<file path="config.mk">
export PLATFORM = sky130hd
export DESIGN_NAME = edp_diag_snap
export DESIGN_NICKNAME = d
export VERILOG_FILES = /design/src/rtl/edp_diag_snap_pkg.sv /design/src/rtl/edp_diag_snap_buf.sv /design/src/rtl/edp_diag_snap.sv
export SDC_FILE = /design/constraint.sdc
export NUM_CORES = 1
export LEC_CHECK = 0
export CAP_MARGIN = 15
export CELL_PAD_IN_SITES_DETAIL_PLACEMENT = 0
export CELL_PAD_IN_SITES_GLOBAL_PLACEMENT = 1
export CORE_MARGIN = 2
export CORE_UTILIZATION = 30
export DETAILED_ROUTE_END_ITERATION = 10
export GPL_ROUTABILITY_DRIVEN = 0
export PLACE_DENSITY = 0.5
export RECOVER_POWER = 25
export SETUP_SLACK_MARGIN = 0.3
export SLEW_MARGIN = 25
export SYNTH_ARGS = -nofsm -noshare
export SYNTH_HDL_FRONTEND = slang
export SYNTH_SLANG_ARGS = --single-unit
</file>
<file path="constraint.sdc">
create_clock -name clk -period 12 [get_ports clk]
set_input_delay 2.4 -clock clk [delete_from_list [all_inputs] [get_ports clk]]
set_output_delay 2.4 -clock clk [all_outputs]
set_load 0.05 [all_outputs]
</file>
<file path="src/rtl/edp_diag_snap_pkg.sv">
// Shared types and constants for the EDP diagnostic snapshot sequencer.
// The optional parity bit is enabled by the macro EDP_DIAG_SNAP_PARITY_EN.
package edp_diag_snap_pkg;

    typedef enum logic [2:0] {
        IDLE,
        SELECT,
        SETTLE,
        CAPTURE,
        NEXT,
        DONE
    } snapState_t;

    // EDP diagnostic read selects, in the order the sequencer walks them.
    localparam logic [2:0] DIAG_AR  = 3'd0;
    localparam logic [2:0] DIAG_BR  = 3'd1;
    localparam logic [2:0] DIAG_MQ  = 3'd2;
    localparam logic [2:0] DIAG_FM  = 3'd3;
    localparam logic [2:0] DIAG_BRX = 3'd4;
    localparam logic [2:0] DIAG_ARX = 3'd5;
    localparam logic [2:0] DIAG_ADX = 3'd6;
    localparam logic [2:0] DIAG_AD  = 3'd7;

    // Marker written into an entry whose source never drove the bus.
    localparam logic [35:0] SNAP_TIMEOUT_FILL = 36'o777777777777;

    localparam int EBUS_WIDTH = 36;

`ifdef EDP_DIAG_SNAP_PARITY_EN
    localparam int SNAP_WIDTH = EBUS_WIDTH + 1;
`else
    localparam int SNAP_WIDTH = EBUS_WIDTH;
`endif

    // Even parity over an EBUS word (XOR reduction).
    function automatic logic even_parity(input logic [35:0] word);
        return ^word;
    endfunction

endpackage

</file>
<file path="src/rtl/edp_diag_snap_buf.sv">
// 8-entry snapshot register file: asynchronous clear, one synchronous
// write port, one combinational read port. Width grows to 37 bits when
// EDP_DIAG_SNAP_PARITY_EN is defined (parity in the top bit).
module edp_diag_snap_buf
    import edp_diag_snap_pkg::*;
#(
    parameter int WIDTH = SNAP_WIDTH
) (
    input  logic             clk,
    input  logic             reset,
    input  logic             we,
    input  logic [2:0]       waddr,
    input  logic [WIDTH-1:0] wdata,
    input  logic [2:0]       raddr,
    output logic [WIDTH-1:0] rdata
);

    logic [WIDTH-1:0] mem [8];

    // Storage: cleared on reset, one word written per capture.
    // NOTE: this array is reset on purpose -- a DTE read before the first
    // snapshot must see zeros -- so it is built from flops, not a RAM macro.
    always_ff @(posedge clk or posedge reset) begin
        if (reset) begin
            for (int i = 0; i < 8; i++) begin
                mem[i] <= '0;
            end
        end else if (we) begin
            mem[waddr] <= wdata;
        end
    end

    // A same-cycle write to raddr is not visible until the next cycle.
    assign rdata = mem[raddr];

endmodule

</file>
<file path="src/rtl/edp_diag_snap.sv">
// EDP diagnostic snapshot sequencer: on start, walks the eight DIAG read
// selects, waits for the bus to settle, captures each EBUS word into an
// 8-entry buffer, and pulses done. Optional per-entry parity and the
// rdParity port are enabled by the macro EDP_DIAG_SNAP_PARITY_EN.
module edp_diag_snap
    import edp_diag_snap_pkg::*;
#(
    parameter int SETTLE_CYCLES  = 2,
    parameter int TIMEOUT_CYCLES = 12
) (
    input  logic        clk,
    input  logic        reset,
    input  logic        start,
    input  logic        abort,
    output logic        diagReadEn,
    output logic [2:0]  diagSel,
    input  logic        ebusDriving,
    input  logic [35:0] ebusData,
    input  logic [2:0]  rdAddr,
    output logic [35:0] rdData,
`ifdef EDP_DIAG_SNAP_PARITY_EN
    output logic        rdParity,
`endif
    output logic        busy,
    output logic        done,
    output logic        timeoutErr,
    output logic [2:0]  errSel
);

    localparam logic [3:0] SETTLE_LOAD  = 4'(SETTLE_CYCLES - 1);
    localparam logic [7:0] TIMEOUT_LOAD = 8'(TIMEOUT_CYCLES - 1);

    snapState_t state;
    logic [2:0] idx;
    logic [3:0] settle_cnt;
    logic [7:0] timeout_cnt;

    logic                  wr_en;
    logic [35:0]           wr_data;
    logic [SNAP_WIDTH-1:0] wr_word;
    logic [SNAP_WIDTH-1:0] rd_word;

    // Write-port decode: a capture or a timeout fill in CAPTURE, unless aborted.
    // NOTE: every signal gets a default before the branches so no latch is inferred.
    always_comb begin
        wr_en   = 1'b0;
        wr_data = ebusData;
        if (state == CAPTURE && !abort) begin
            if (ebusDriving) begin
                wr_en = 1'b1;
            end else if (timeout_cnt == 8'd0) begin
                wr_en   = 1'b1;
                wr_data = SNAP_TIMEOUT_FILL;
            end
        end
    end

`ifdef EDP_DIAG_SNAP_PARITY_EN
    // Timed-out entries carry parity 0 regardless of the fill pattern.
    assign wr_word  = {(ebusDriving ? even_parity(ebusData) : 1'b0), wr_data};
    assign rdData   = rd_word[35:0];
    assign rdParity = rd_word[36];
`else
    assign wr_word = wr_data;
    assign rdData  = rd_word;
`endif

    edp_diag_snap_buf #(
        .WIDTH (SNAP_WIDTH)
    ) u_buf (
        .clk   (clk),
        .reset (reset),
        .we    (wr_en),
        .waddr (idx),
        .wdata (wr_word),
        .raddr (rdAddr),
        .rdata (rd_word)
    );

    // Sequencer FSM with registered outputs; abort overrides every busy state.
    // NOTE: state is updated with non-blocking assignments so all flops see
    // values from the same clock edge.
    always_ff @(posedge clk or posedge reset) begin
        if (reset) begin
            state       <= IDLE;
            idx         <= 3'd0;
            settle_cnt  <= 4'd0;
            timeout_cnt <= 8'd0;
            diagReadEn  <= 1'b0;
            diagSel     <= 3'd0;
            busy        <= 1'b0;
            done        <= 1'b0;
            timeoutErr  <= 1'b0;
            errSel      <= 3'd0;
        end else begin
            done <= 1'b0;
            if (abort && state != IDLE) begin
                state      <= IDLE;
                diagReadEn <= 1'b0;
                busy       <= 1'b0;
            end else begin
                case (state)
                    IDLE: begin
                        if (start && !abort) begin
                            state      <= SELECT;
                            idx        <= 3'd0;
                            timeoutErr <= 1'b0;
                            errSel     <= 3'd0;
                            busy       <= 1'b1;
                        end
                    end
                    SELECT: begin
                        diagSel    <= idx;
                        diagReadEn <= 1'b1;
                        settle_cnt <= SETTLE_LOAD;
                        state      <= SETTLE;
                    end
                    SETTLE: begin
                        if (settle_cnt == 4'd0) begin
                            timeout_cnt <= TIMEOUT_LOAD;
                            state       <= CAPTURE;
                        end else begin
                            settle_cnt <= settle_cnt - 4'd1;
                        end
                    end
                    CAPTURE: begin
                        if (ebusDriving) begin
                            state <= NEXT;
                        end else if (timeout_cnt == 8'd0) begin
                            timeoutErr <= 1'b1;
                            errSel     <= idx;
                            state      <= NEXT;
                        end else begin
                            timeout_cnt <= timeout_cnt - 8'd1;
                        end
                    end
                    NEXT: begin
                        diagReadEn <= 1'b0;
                        if (idx == 3'd7) begin
                            state <= DONE;
                        end else begin
                            idx   <= idx + 3'd1;
                            state <= SELECT;
                        end
                    end
                    DONE: begin
                        done  <= 1'b1;
                        busy  <= 1'b0;
                        state <= IDLE;
                    end
                    default: begin
                        state      <= IDLE;
                        diagReadEn <= 1'b0;
                        busy       <= 1'b0;
                    end
                endcase
            end
        end
    end

endmodule

</file>
=== After elaboration in Yosys (flattened, before gate mapping) ===
Cells that the tools add are included.

* Logic and storage cells: 109
* Register bits after elaboration: 316

* Equality and inequality tests: 18
* Reduce and logical (&&, ||, !) cells: 22
* Add/subtract/negate cells: 3
* Mux-type cells: 42
* Bitwise operators: 3
* Order comparisons: 3

{| class="wikitable"
|+ Operators with widths
! kind !! count
|-
| bitwise mux 288 bit || 1
|-
| 2-to-1 mux 36 bit || 6
|-
| binary-select mux 36 bit (select 3 bit) || 1
|-
| demux 36 bit (select 3 bit) || 1
|-
| 2-to-1 mux 3 bit || 10
|-
| 2-to-1 mux 8 bit || 3
|-
| one-hot mux 8 bit (2 select lines) || 1
|-
| one-hot mux 3 bit (5 select lines) || 1
|-
| inequality test 2 bit (second input constant) || 6
|-
| one-hot mux 3 bit (2 select lines) || 2
|-
| 2-to-1 mux 1 bit || 11
|-
| AND reduction 5 bit || 2
|-
| equality test 3 bit (second input constant) || 3
|-
| greater-or-equal comparator 4 bit (second input constant) || 2
|-
| logical NOT 8 bit || 1
|-
| inverter 3 -> 4 bit || 2
|-
| one-hot mux 4 bit (2 select lines) || 1
|-
| nonzero test 2 bit || 4
|-
| OR reduction 4 bit || 2
|-
| subtractor 8 x 1 -> 8 bit (second input constant) || 1
|-
| equality test 3 x 2 -> 1 bit (second input constant) || 2
|-
| inequality test 2 x 1 -> 1 bit (second input constant) || 3
|-
| inequality test 3 bit (second input constant) || 2
|-
| one-hot mux 1 bit (2 select lines) || 3
|-
| 15 further kinds || 20
|}

=== Depth between registers and ports, before layout ===
* Depth after elaboration: 6
* Mapped depth: 9
* Mapped depth without buffers: 6

=== By module ===
A second synthesis with hierarchy kept.

* Cells, all modules: 945
* Area total of the unflattened synthesis: 14775.4 um2

{| class="wikitable"
|+ Modules (own cells, without submodules)
! module !! times used !! area an instance (um2) !! cells each
|-
| edp_diag_snap_buf || 1 || 12907.4 || 744
|-
| edp_diag_snap || 1 || 1868.0 || 201
|}

=== Worst setup path after synthesis ===
Ideal clock, no wire load.

* Path type: input to output
* From: input port rdAddr[1]
* To: output port rdData[35]
* Arrival: 4.283 ns
* Path slack: 5.317 ns
* Stages on the path: 5
* Buffers on the path: 3
* Path through: clkbuf_1 -> clkbuf_1 -> buf_2 -> mux4_2 -> mux2_2

* Word-level cells in the longest chain between the ends: 4

{| class="wikitable"
|+ RTL lines
! element !! line !! source
|-
| start: declaration || edp_diag_snap.sv:19 || <nowiki>input logic [2:0] rdAddr,</nowiki>
|-
| inverter 3 -> 4 bit (implied by the code) || edp_diag_snap_buf.sv:34 || <nowiki>assign rdata = mem[raddr];</nowiki>
|-
| binary-select mux 36 bit (select 3 bit) || edp_diag_snap_buf.sv:34 ||
|-
| 2-to-1 mux 36 bit (implied by the code) (2 in series) || edp_diag_snap_buf.sv:34 ||
|-
| end: declaration || edp_diag_snap.sv:20 || <nowiki>output logic [35:0] rdData,</nowiki>
|}

No other way between the ends. The select of a mux whose other input is x is not followed.

=== Worst setup path in the final report ===
* From: input port rdAddr[0]
* To: output port rdData[30]

Same word-level chain as after synthesis.

==> reports/metrics.yaml <==
status:
  outcome: "finished with violations"
  violations: "capacitance limit, slew limit"
final_layout:
  register_area_um2: 7910
  area_delta_synth_final_pct: 17.5
  antenna_cells: 0
  layout_common_cells: "316 x dfrtp_1, 241 x mux2_2, 92 x mux2_1"
  final_layout_size_suffix_gt1_frac: 0.409
  post-route-util: 0.358
  multi_input_area_um2: 6500
  final_common_cell: "dfrtp_1"
  layout.nets: 1089
  n_fill_cell: 4739
  stdcell_count: 1729
clock_network:
  clock_path_buffers: 3
  h-tree-depth: 2
  worstSkewPairLatency_ns: 0.56
  ctsResizeCount: 0
  cts_tree: "done"
  cts_hold_buffers: 0
  numCtsBuffers: 39
  path_clk_slew_ns: 0.05
  cts_setup_buffers: 0
  clockRootBuffer: "clkbuf_16"
  clock-sinks: 316
worst_setup_path:
  worstReg2RegStart: "state[0]"
  cp_common_cell: "buf_4"
  path_class: "in2out"
  critical-path-top-delay-family: "buffers and inverters"
  cp_slowest_cell: "buf_4"
  cpPeakStageDelay_ns: 0.82
  crit_start: "rdAddr[0]"
  crit_required_ns: 9.60
  arrival_ns: 5.40
  crit_buf_inv: 3
  critPathLaunchType: "input pin"
  cp-end-kind: "primary output"
  crit_fanout: 46
  crit_chain: "buf_4, buf_4, mux4_2, mux2_2, clkdlybuf4s50_1"
place:
  dp_hpwl_um: 19500
  placed_cells: 1662
  portBuffers: 89
timing:
  period_minus_slack_ns: 7.80
  setup_viol: 0
  fin_tns_setup_ns: 0
  drv_slew: 119
  hold_viol: 0
  max_freq_mhz: 128
  max_slew_margin: -2.77
  fin_crit_sh: 0.650
  tightest_slew_ns: 5.62
  clock_skew_ns: 0.0216
  grt_setup_unrepaired: "no"
pwr:
  p_leak_nw: 8.30
  power_density_nw_per_um2: 151
  ir_drop_mv: 0.0762
yosys:
  synth_edf_count: 0
  synth_top_area_cell: "dfrtp_1"
  synthesis.area_um2: 14900
  ys_seq_area_frac: 0.529
  synth_seq_cells: 316
  synth_warnings: 0
  ys_types: 51
  yosys.area.top_type_share: 0.529
  avgSynthCellArea_um2: 15.1
  synth_ff_type: "dfrtp_1"
  syn-num-nets: 1040
  async_flop_share: 1.00
  syn_inst: 990
  synth_area_leaders: "dfrtp_1 53%, mux2_2 18%, mux4_2 11%"
routing:
  drt-pass1-iter-count: 6
  wl_per_cell_um: 21.1
  drtIter0Drc: 331
  via_count: 8309
  viasPerCell: 4.81
  drt_wl_total_um: 36500
  ant_nets: 0
  drc: 0
global_routing:
  grt_overflow: 0
  grt_start_max_net_pins: 119
  grt_pass1_wl_um: 57700
  grtUsageTotal: 0.149
  grt_pass1_vias: 9173
  antenna_found_initial: 1
job:
  maxCapViolations: 1
floorplanning:
  start_util: 0.305
  fp.dieH_um: 227
  num_rows: 81
  core-area_um2: 49100
  ios: 90
  die_w_um: 227
  fp.dieArea_um2: 51600
worst_hold_path:
  hold_path.startpoint: "u_buf.mem[5]"
  hp-class: "reg2reg"
Yosys cell counts, types with 2 or more instances:
| library cell | number |
|---|---|
| nor3_1 | 5 |
| a21oi_1 | 7 |
| clkbuf_1 | 61 |
| or2_2 | 37 |
| mux2i_1 | 4 |
| nand2_1 | 20 |
| buf_6 | 3 |
| a21o_1 | 2 |
| nor4_4 | 3 |
| or4b_1 | 3 |
| buf_1 | 8 |
| nor2_1 | 14 |
| mux2_2 | 241 |
| nor3b_1 | 4 |
| nand4_1 | 3 |
| buf_2 | 15 |
| and3_1 | 2 |
| buf_8 | 9 |
| dfrtp_1 | 316 |
| nor4b_4 | 2 |
| o41ai_1 | 2 |
| mux4_2 | 72 |
| a2bb2oi_1 | 2 |
| ha_1 | 6 |
| nand3b_1 | 2 |
| mux2_1 | 92 |
| o21ai_0 | 15 |
| nand2b_1 | 6 |
| inv_1 | 12 |
cell families (layout without fill, tap and decap cells):
kind of cell / count (synthesis) / in the layout / synth area share
AO/OA/AOI/OAI: 38 / 38 / 0.0167
adder cells (fa/ha/maj): 7 / 7 / 0.00569
buffers and inverters: 108 / 183 / 0.0367
flip-flops: 316 / 316 / 0.529
multiplexers: 410 / 410 / 0.363
AND/OR/NAND/NOR: 111 / 111 / 0.0489
flip-flops by register name, indices dropped and copies added (netlist names), 3 cells and up:
signal and cells:
u_buf.mem 288, timeout_cnt 8, settle_cnt 4, diagSel 3, errSel 3, idx 3, state 3
power by group:
group	switching, W	internal [W]	leakage, nW	total, W
registers	0.0000445	0.00113	4.37	0.00117
clock network	0.000465	0.000729	0.627	0.00119
logic	0.000156	0.000139	3.31	0.000295
total	0.000665	0.00199	8.30	0.00266
through the flow:
step	hold slack (ns)	cell area [µm²]	worst slack, ns	power (W)
after global placement	0.468	16300	4.13	0.00149
after CTS	0.489	17600	4.11	0.00271
final	0.483	17600	4.20	0.00266
after detailed placement	0.476	16300	4.12	0.00149
after floorplan	0.459	14900	0.857	0.00140
after global routing	0.498	17600	3.97	0.00279
cell type report:
cell class / instances / share of cell area
sequential: 316 / 0.450
inverter: 12 / 0.00264
tap: 664 / 0.0473
clock inverter: 10 / 0.00940
multi-input combinational: 566 / 0.370
timing repair buffer: 104 / 0.0570
clock buffer: 57 / 0.0635
path summary, 6_finish.rpt:
path                                  end  slack (ns)  cells past startpoint
max                            rdData[30]        4.20                      5
min                          u_buf.mem[5]        0.48                      1
min in group asynchronous  u_buf.mem[123]        4.05                      2
max in group asynchronous    u_buf.mem[2]        5.46                      2
min reg2reg                  u_buf.mem[5]        0.48                      1
max reg2reg                 u_buf.mem[59]        8.80                      4
worst register-to-register path, delay by kind of cell (launching register included):
| family | cells | cell delay, ns |
|---|---|---|
| multiplexers | 1 | 0.47 |
| AND/OR/NAND/NOR | 2 | 1.45 |
| flip-flops | 1 | 0.79 |
| buffers and inverters | 1 | 0.37 |
per-layer routing:
metal | vias up | routed length, µm | GRT usage
met1 | 4444 | 17700 | 0.208
met3 | 48 | 1210 | 0.0292
li1 | 3711 | - | -
met5 | - | 0 | 0
met4 | 0 | 665 | 0.0352
met2 | 106 | 16900 | 0.239
Note: power is estimated with default switching activity, not from simulation.
